`src/rtl/mem_bus_pkg.sv`:
```
// Shared types and address decode for the 6502 memory bus controller.
// Region decode is a pure function so the top only latches its result.
package mem_bus_pkg;

    typedef enum logic [1:0] {
        IDLE     = 2'd0,
        ACCESS   = 2'd1,
        MEM_WAIT = 2'd2
    } state_e;

    typedef enum logic [1:0] {
        RGN_RAM  = 2'd0,
        RGN_IO   = 2'd1,
        RGN_ROM  = 2'd2,
        RGN_NONE = 2'd3
    } region_e;

    localparam logic [7:0] IO_LEDS       = 8'h00;
    localparam logic [7:0] IO_BUTTONS    = 8'h01;
    localparam logic [7:0] UNMAPPED_READ = 8'hFF;

    // 17-bit arithmetic keeps window ends that reach 16'hFFFF from wrapping.
    function automatic region_e decode_region(
        input logic [15:0] addr,
        input logic [15:0] ram_base,
        input int          ram_bits,
        input logic [15:0] io_base,
        input logic [15:0] rom_base
    );
        logic [16:0] a;
        logic [16:0] ram_end;
        logic [16:0] io_end;
        region_e     rgn;
        a       = {1'b0, addr};
        ram_end = {1'b0, ram_base} + (17'd1 << ram_bits);
        io_end  = {1'b0, io_base} + 17'd256;
        if (a >= {1'b0, ram_base} && a < ram_end) begin
            rgn = RGN_RAM;
        end else if (a >= {1'b0, io_base} && a < io_end) begin
            rgn = RGN_IO;
        end else if (a >= {1'b0, rom_base}) begin
            rgn = RGN_ROM;
        end else begin
            rgn = RGN_NONE;
        end
        return rgn;
    endfunction

endpackage

```
`src/rtl/sync2.sv`:
```
// Two-flop synchronizer for asynchronous level inputs such as push-buttons.
module sync2 #(
    parameter int WIDTH = 1
) (
    input  logic             clk,
    input  logic             srst,
    input  logic [WIDTH-1:0] d_i,
    output logic [WIDTH-1:0] q_o
);

    logic [WIDTH-1:0] meta_q;
    logic [WIDTH-1:0] sync_q;

    always_ff @(posedge clk) begin
        if (srst) begin
            meta_q <= '0;
            sync_q <= '0;
        end else begin
            meta_q <= d_i;
            sync_q <= meta_q;
        end
    end

    assign q_o = sync_q;

endmodule

```
`src/rtl/memory_bus_ctrl.sv`:
```
// Single-transfer bus controller: decodes CPU addresses to RAM, ROM or I/O and
// hides the registered read latency of the memories behind one ready pulse.
module memory_bus_ctrl
    import mem_bus_pkg::*;
#(
    parameter logic [15:0] RAM_BASE      = 16'h0000,
    parameter int          RAM_ADDR_BITS = 9,
    parameter logic [15:0] IO_BASE       = 16'h8000,
    parameter logic [15:0] ROM_BASE      = 16'hC000
) (
    input  logic                     raw_clk,
    input  logic                     reset,
    input  logic                     bus_request,
    input  logic [15:0]              bus_address,
    input  logic [7:0]               bus_data_in,
    input  logic                     bus_write_enable,
    output logic [7:0]               bus_data_out,
    output logic                     bus_ready,
    output logic [RAM_ADDR_BITS-1:0] ram_address,
    output logic [7:0]               ram_data_in,
    output logic                     ram_write_enable,
    input  logic [7:0]               ram_data_out,
    output logic [13:0]              rom_address,
    input  logic [7:0]               rom_data_out,
    output logic [7:0]               leds,
    input  logic [3:0]               buttons
);

    state_e      state_q, state_d;
    region_e     region_q;
    logic [13:0] addr_q;   // region is latched separately, so only the low bits matter
    logic [7:0]  wdata_q;
    logic        we_q;
    logic        ready_q;
    logic [7:0]  rdata_q;
    logic [7:0]  leds_q;
    logic [3:0]  btn_sync;
    logic [7:0]  io_rdata;

    sync2 #(.WIDTH(4)) u_btn_sync (
        .clk  (raw_clk),
        .srst (reset),
        .d_i  (buttons),
        .q_o  (btn_sync)
    );

    always_ff @(posedge raw_clk) begin
        if (reset) begin
            state_q <= IDLE;
        end else begin
            state_q <= state_d;
        end
    end

    always_comb begin
        state_d = state_q;
        case (state_q)
            IDLE:     if (bus_request) state_d = ACCESS;
            ACCESS:   state_d = (region_q == RGN_RAM || region_q == RGN_ROM) ? MEM_WAIT : IDLE;
            MEM_WAIT: state_d = IDLE;
            default:  state_d = IDLE;
        endcase
    end

    always_comb begin
        io_rdata = UNMAPPED_READ;
        case (addr_q[7:0])
            IO_LEDS:    io_rdata = leds_q;
            IO_BUTTONS: io_rdata = {4'b0000, btn_sync};
            default:    io_rdata = UNMAPPED_READ;
        endcase
    end

    always_ff @(posedge raw_clk) begin
        if (reset) begin
            region_q <= RGN_NONE;
            addr_q   <= '0;
            wdata_q  <= '0;
            we_q     <= 1'b0;
            ready_q  <= 1'b0;
            rdata_q  <= 8'h00;
            leds_q   <= 8'h00;
        end else begin
            ready_q <= 1'b0;
            case (state_q)
                IDLE: begin
                    if (bus_request) begin
                        region_q <= decode_region(bus_address, RAM_BASE, RAM_ADDR_BITS,
                                                  IO_BASE, ROM_BASE);
                        addr_q   <= bus_address[13:0];
                        wdata_q  <= bus_data_in;
                        we_q     <= bus_write_enable;
                    end
                end
                ACCESS: begin
                    if (region_q == RGN_IO || region_q == RGN_NONE) begin
                        ready_q <= 1'b1;
                        if (we_q) begin
                            rdata_q <= wdata_q;
                        end else begin
                            rdata_q <= (region_q == RGN_IO) ? io_rdata : UNMAPPED_READ;
                        end
                        if (we_q && region_q == RGN_IO && addr_q[7:0] == IO_LEDS) begin
                            leds_q <= wdata_q;
                        end
                    end
                end
                MEM_WAIT: begin
                    ready_q <= 1'b1;
                    if (region_q == RGN_RAM) begin
                        rdata_q <= we_q ? wdata_q : ram_data_out;
                    end else begin
                        rdata_q <= rom_data_out;
                    end
                end
                default: ready_q <= 1'b0;
            endcase
        end
    end

    // The strobe is gated by reset so an aborted ACCESS cycle never writes RAM.
    always_comb begin
        ram_write_enable = we_q && (region_q == RGN_RAM) && (state_q == ACCESS) && !reset;
        ram_address      = addr_q[RAM_ADDR_BITS-1:0];
        ram_data_in      = wdata_q;
        rom_address      = addr_q;
        bus_ready        = ready_q;
        bus_data_out     = rdata_q;
        leds             = leds_q;
    end

endmodule

```
`config.mk`:
```
export PLATFORM = sky130hd
export DESIGN_NAME = memory_bus_ctrl
export DESIGN_NICKNAME = d
export VERILOG_FILES = /design/src/rtl/mem_bus_pkg.sv /design/src/rtl/sync2.sv /design/src/rtl/memory_bus_ctrl.sv
export SDC_FILE = /design/constraint.sdc
export NUM_CORES = 1
export LEC_CHECK = 0
export CAP_MARGIN = 25
export CELL_PAD_IN_SITES_DETAIL_PLACEMENT = 0
export CELL_PAD_IN_SITES_GLOBAL_PLACEMENT = 1
export CORE_ASPECT_RATIO = 1.1
export CORE_MARGIN = 1.5
export CORE_UTILIZATION = 34
export DETAILED_ROUTE_END_ITERATION = 8
export PLACE_DENSITY = 0.86
export SYNTH_ARGS = -nofsm -noshare
export SYNTH_HDL_FRONTEND = slang
export SYNTH_HIERARCHICAL = 1
export SYNTH_SLANG_ARGS = --single-unit
```
`constraint.sdc`:
```
create_clock -name raw_clk -period 5.5 [get_ports raw_clk]
set_input_delay 1.1 -clock raw_clk [delete_from_list [all_inputs] [get_ports raw_clk]]
set_output_delay 1.1 -clock raw_clk [all_outputs]
set_load 0.05 [all_outputs]
```
# Yosys cells after proc, flatten, opt, wreduce, memory -nomap -nowiden
# Index checks and enable logic that the tools add are counted.
dict set report op_classes {
  div_mod_pow 0
  reduce_logical 16
  n_mul 0
  bitwise 0
  shifts 0
  n_lt_le_gt_ge 4
  muxes 15
  n_addsub 0
  eq_ne 8
}
# op n
set ops {}
lappend ops {{2-to-1 mux 8 bit} 5}
lappend ops {{greater-or-equal comparator 16 bit, second input constant} 2}
lappend ops {{one-hot mux 8 bit (2 select lines)} 2}
lappend ops {{< comparator 16 x 10 -> 1 bit, second input constant} 1}
lappend ops {{< comparator 16 bit, second input constant} 1}
lappend ops {{== test 8 x 1 -> 1 bit, second input constant} 1}
lappend ops {{zero test 8 bit} 1}
lappend ops {{2-to-1 mux 2 bit} 4}
lappend ops {{== test 2 bit, second input constant} 3}
lappend ops {{logical AND 1 bit} 6}
lappend ops {{== test 2 x 1 -> 1 bit, second input constant} 2}
lappend ops {{zero test 2 bit} 2}
lappend ops {{inequality test 2 bit, second input constant} 2}
lappend ops {{one-hot mux 2 bit (2 select lines)} 1}
lappend ops {{AND reduction 2 bit} 2}
lappend ops {{AND reduction 3 bit} 1}
lappend ops {{logical OR 1 bit} 2}
lappend ops {{2-to-1 mux 1 bit} 2}
lappend ops {{one-hot mux 1 bit (2 select lines)} 1}
lappend ops {{nonzero test 2 bit} 1}
lappend ops {{zero test 1 bit} 1}
dict set report totals {
  word_cells 53
  latch_bits 0
  out_inout_bits 49
  register_bits 52
  mem_bits_ro 0
  ram_bits 0
  mem_count 0
  input_bits 48
}

# Longest topological paths before layout
# Gate-level depths: netlist (run 1).
dict set report logic_depth {
  depth_word 6
  mapped_depth 7
  mapped_depth_nobuf 5
}

# Cells and area by module
# The synthesis (run 1) kept the hierarchy.
# module area_each_um2 instances cells_per_inst seq_area_each_um2
set by_module_without_submodules {}
lappend by_module_without_submodules {memory_bus_ctrl 2202.1 1 254 880.8}
lappend by_module_without_submodules {sync2 210.2 1 16 160.2}

# Worst setup path before layout (run 1)
# No wires, ideal clock.
dict set report synth_timing {
  path_type {input to output}
  start {in reset}
  end {out ram_write_enable}
  path_slack_ns 1.446
  required_time_ns 4.400
  cell_stages 3
  path_buffers 2
  arrival_ns 2.954
  path_cell_list {clkbuf_1 -> clkbuf_1 -> nor4_1}
}
dict set report synth_between {
  elab_chain_len 2
}
# element line
set synth_lines {}
lappend synth_lines {{from (decl)} memory_bus_ctrl.sv:12} ;# input logic reset,
lappend synth_lines {{zero test 1 bit} memory_bus_ctrl.sv:123} ;# ram_write_enable = we_q && (region_q == RGN_RAM) && (state_q == ACCESS) && !reset;
lappend synth_lines {{logical AND 1 bit} memory_bus_ctrl.sv:123}
lappend synth_lines {{to (decl)} memory_bus_ctrl.sv:21} ;# output logic ram_write_enable,
# No other way between the ends.

# Worst setup path in the final report (run 1)
# Ends and elaborated chain as after synthesis.

==> results of run 1 <==
==> cell usage in the layout (no fill, tap or decap), types with 3 or more instances in the layout <==
master / count
inv_1: 4
a21oi_1: 26
nor3b_1: 3
mux2i_1: 10
o32ai_1: 8
nor2b_1: 9
nand2b_1: 17
a221oi_1: 8
nand2_1: 49
o221ai_1: 8
nor4_1: 6
ha_1: 3
a2111oi_0: 4
mux2_2: 13
clkdlybuf4s50_1: 95
dfxtp_1: 52
clkbuf_8: 6
nor2_1: 12
==> sequential cells by signal, indices dropped and copies added, names as in the netlist <==
name and flops:
bus_data_out 8, bus_ready 1, leds 8, ram_data_in 8, region_q 2, rom_address 14, state_q 2, u_btn_sync/meta_q 4
u_btn_sync/q_o 4, we_q 1
==> logic make-up after synthesis <==
family,after synthesis,share of synthesized area (%)
DFF,52,43.15
muxes,23,10.22
buffers and inverters,31,6.535
AOI/OAI and AO/OA,57,16.65
adders and majority gates,3,1.556
and+or+nand+nor,104,21.89
==> routing by layer <==
| layer | vias to the layer above | part of all wire (%) |
|---|---|---|
| li1 | 1105 | - |
| met1 | 1057 | 42 |
| met2 | 93 | 49 |
| met3 | 19 | 5.8 |
| met4 | 0 | 2.8 |
| met5 | - | 0 |
==> final timing paths <==
path                                      startpoint                end  slack, ns  cells after the start
worst max-delay path                           reset   ram_write_enable       1.95                      3
worst min-delay path            u_btn_sync/meta_q[2]  u_btn_sync/q_o[2]       0.45                      1
worst max register to register            state_q[0]    bus_data_out[1]       3.25                      5
worst min register to register  u_btn_sync/meta_q[2]  u_btn_sync/q_o[2]       0.45                      1
==> where the power goes <==
group	switching (mW)	internal (mW)	total, mW
Combinational	0.176	0.115	0.291
Sequential	0.0303	0.406	0.436
Clock	0.126	0.103	0.228
==> critical path, cell delays in order <==
cell	delay, ns
buf_2	0.13
nor4_1	0.35
clkdlybuf4s50_1	0.88
==> metrics by stage <==
step	worst slack (ns)	power [mW]	hold WS (ns)
2_1_floorplan	1.446	0.6266	0.4138
3_3_place_gp	1.923	0.7299	0.4233
3_5_place_dp	1.946	0.7352	0.4234
4_1_cts	1.942	0.9578	0.4458
5_1_grt	1.882	0.9957	0.4598
6_report	1.949	0.9554	0.4452
==> area by class of cell <==
class	instances	area [um2]
sequential	52	1041
inverter	4	15.01
clock inverter	1	7.507
clock buffer	7	86.33
fill	665	3493
multi-input combinational	187	1214
timing repair buffer	97	963.4
tap	85	106.4
==> metrics.yaml, run 1 <==
status: "finished, final reports clean"
die_w_um: 83.31
grtUsageMet2_pct: 30.89
crit_type: "in -> out"
die_y_um: 91.35
setup_tns_ns: 0
io_pins: 97
portBuffers: 96
grtUsageMet3_pct: 4.091
post_dp_cell_area_um2: 3339
period_share_pct: 64.57
viasPerCell: 5.252
cts_root_buffer: "clkbuf_8"
die_area_um2: 7610
clock.fmax_mhz: 281.6
fin_area_um2: 3433
wl_um: 7052
syn_nets: 321
clkLatencyLatePin_ns: 0.31
setup_viol: 0
crit_required_ns: 4.40
gr-total-overflow: 0
ctsHoldBuffers: 0
dp_cells: 425
ys_seq_area_share_pct: 43.15
postRouteAntennaNets: 0
tightest_slew_ns: 1.113
cp-start-kind: "input pin"
syn_to_final_growth_pct: 42.32
grt_pass1_vias: 2204
initial_utilization_pct: 34.83
core_um2: 6927
layout-drive-gt1-share_pct: 7.471
period_needed_ns: 3.551
synth_most_common_cell: "dfxtp_1"
vdd.ir_drop.worst_v: 0.0001330
clk_pin_slew_ns: 0.09
min_path_type: "reg -> reg"
synth_top_area_share_pct: 43.15
wire_per_inst_um: 16.29
cts_max_path_buffers: 2
stdcell_count: 433
drt-initial-drc-count: 108
top_usage_layer: "met2"
gp_congestion: 0.7635
track_usage_pct: 18.31
final_nets: 398
clock-sinks: 52
yosys_warnings: 6
dp_hpwl_um: 4946
synth_top_flop_cell: "dfxtp_1"
leakage_nw: 1.177
ctsHtreeMaxLevel: 2
cts_tree: "yes"
cp_max_fo: 2
ys_types: 31
cap_violations: 0
grt_max_degree: 62
grt_pass1_wl_um: 11210
cp-end-kind: "output pin"
utilization_pct: 49.57
synth.avg_cell_area_um2: 8.934
drcViolationCount: 0
rsz0062_at_grt: "false"
synth-edff-count: 0
hold_viol: 0
grt_antenna_before_repair: 0
fin_skew_ns: 0.01067
netlist_instances: 270
netlist_top_cells_area: "dfxtp_1, nand2_1, mux2_2"
power_density_nw_per_um2: 278.3
slew_headroom_pct: 25.65
post-cts-setup-buffer-count: 0
placementRows: 32
cts_resized: 0
yosys.area.top_type: "dfxtp_1"
async_flop_share_pct: 0
dr.pass1.iters: 4
synth.cell_area_um2: 2412
cts_buffers: 5
use_met1_pct: 22.63
route.vias.total: 2274
worst_ep_arrival_time_ns: 2.45
n_antenna_cell: 0
drv_slew: 0
ys_seq_elements: 52
ys_top_cells_by_count: "dfxtp_1, nand2_1, a21oi_1"
(Power assumes the default switching activity.)
==> run 2, diff against run 1 <==
Settings changed: CORE_UTILIZATION 34 to 31, PLACE_DENSITY 0.86 to 0.79.
Clock period 5.5 ns to 3.63 ns, I/O delays scaled along.
==> run 2 against run 1 <==
  * Flip-flop and latch count unchanged
  * Clock-buffer cell count up 1
  * Global-route usage shrank 1.4 points
  * Highest routed layer unchanged
  * Total power rose by 51%
  * Combinational power up 51%
  * Critical path type is now reg -> out
==> metrics.yaml, run 2 (synthesis gave the netlist of run 1 again) <==
status: "finished, final reports clean"
clk_pin_slew_ns: 0.09
viasPerCell: 4.954
netSwitchingFraction_pct: 34.13
cts_resized: 0
cp-start-kind: "flop"
grt_pass1_wl_um: 10790
cap_violations: 0
clkLatencyLatePin_ns: 0.30
drcViolationCount: 0
setup_viol: 0
placementRows: 33
cp-end-kind: "output pin"
setup_tns_ns: 0
wire_per_inst_um: 15.14
final_nets: 401
n_antenna_cell: 0
utilization_pct: 46.27
post-place-ws_ns: 0.7888
period_share_pct: 83.07
power_density_nw_per_um2: 413.6
crit_required_ns: 2.90
layout-drive-gt1-share_pct: 7.977
crit_family: "buffers and inverters"
worst_ep_arrival_time_ns: 2.29
cts_max_path_buffers: 2
leakage_nw: 1.193
cts_root_buffer: "clkbuf_8"
critical-path-slowest-cell: "clkdlybuf4s50_1"
clock-sinks: 52
grt_max_degree: 62
grt_antenna_before_repair: 0
postRouteAntennaNets: 0
crit_type: "reg -> out"
intPower_uw: 947.3
io_pins: 97
vdd.ir_drop.worst_v: 0.0001563
period_needed_ns: 3.016
wl_um: 6905
cp_max_fo: 6
fin_ws_ns: 0.6144
largest_reg_flops: 14
clockPowerShare_pct: 23.6
ctsHoldBuffers: 0
gr-total-overflow: 0
tightest_slew_ns: 0.7967
initial_utilization_pct: 32.10
drt-initial-drc-count: 141
track_usage_pct: 16.88
final_cell_mix: "clkdlybuf4s50_1, dfxtp_1, nand2_1, a21oi_1, nand2b_1"
timing.critical_path.buf_inv: 2
cts_tree: "yes"
p_switching_uw: 490.8
fin_skew_ns: 0.01131
portBuffers: 96
grt_pass1_vias: 2189
post-cts-setup-buffer-count: 0
syn_to_final_growth_pct: 44.14
dp_hpwl_um: 4951
rsz0062_at_grt: "false"
layout_commonest_cell: "clkdlybuf4s50_1"
critPathMaxStageDelay_ns: 0.88
p_seq_share_pct: 45.9
die_area_um2: 8321
cts_buffers: 5
die_y_um: 95.52
comb_power_share_pct: 30.5
core_um2: 7515
ctsHtreeMaxLevel: 2
drv_slew: 0
slew_headroom_pct: 46.49
gp_congestion: 0.7801
min_path_type: "reg -> reg"
path_cells: "inv_1, ha_1, nand2_1, nor4_1, clkdlybuf4s50_1"
hold_viol: 0
dr.pass1.iters: 4
clock.fmax_mhz: 331.6
die_w_um: 87.11
route.vias.total: 2259
nFillCells: 738
==> run 2: changes by cell type in the layout (fill, tap and decap cells not counted) <==
cell | previous run | this run
buf_4 | 1 | 4
clkbuf_1 | 1 | 2
clkinvlp_4 | 1 | 0
==> run 2: worst paths after layout <==
path / from / to / slack, ns / cells past startpoint
worst min register to register: u_btn_sync/meta_q[3] / u_btn_sync/q_o[3] / 0.44 / 1
worst max-delay path: state_q[1] / ram_write_enable / 0.61 / 5
worst max register to register: rom_address[6] / leds[1] / 1.56 / 3
worst min-delay path: u_btn_sync/meta_q[3] / u_btn_sync/q_o[3] / 0.44 / 1
==> run 2: layout make-up <==
class / instances / area, um2 / area share [%]
inverter: 4 / 15.01 / 0.4318
sequential: 52 / 1041 / 29.94
multi-input combinational: 187 / 1214 / 34.90
tap: 105 / 131.4 / 3.778
timing repair buffer: 100 / 985.9 / 28.36
clock buffer: 8 / 90.09 / 2.591
==> run 2: layer usage <==
layer / vias to the layer above / part of all wire (%) / track usage, % / wire [um]
met5: - / 0 / 0 / 0
met4: 0 / 1.5 / 7.275 / 104
met3: 10 / 7.4 / 1.991 / 508
met2: 101 / 50 / 28.29 / 3430
met1: 1033 / 41 / 21.83 / 2861
li1: 1115 / - / - / -
==> run 2: power groups by stage <==
stage / registers (mW) / logic, mW / clock network [mW]
floorplan: 0.786 / 0.164 / 0
global route: 0.667 / 0.467 / 0.373
finish: 0.661 / 0.438 / 0.339
CTS: 0.661 / 0.441 / 0.353
detailed placement: 0.674 / 0.440 / 0
global placement: 0.672 / 0.437 / 0
==> run 2: metrics by stage <==
stage	area [um2]	total power, mW	hold WS, ns	instances
after global placement	3387	1.109	0.4221	448
after CTS	3477	1.455	0.4500	456
after global routing	3477	1.507	0.4635	456
after detailed placement	3387	1.114	0.4303	448
final	3477	1.438	0.4430	456
after floorplan	2412	0.9494	0.4138	270
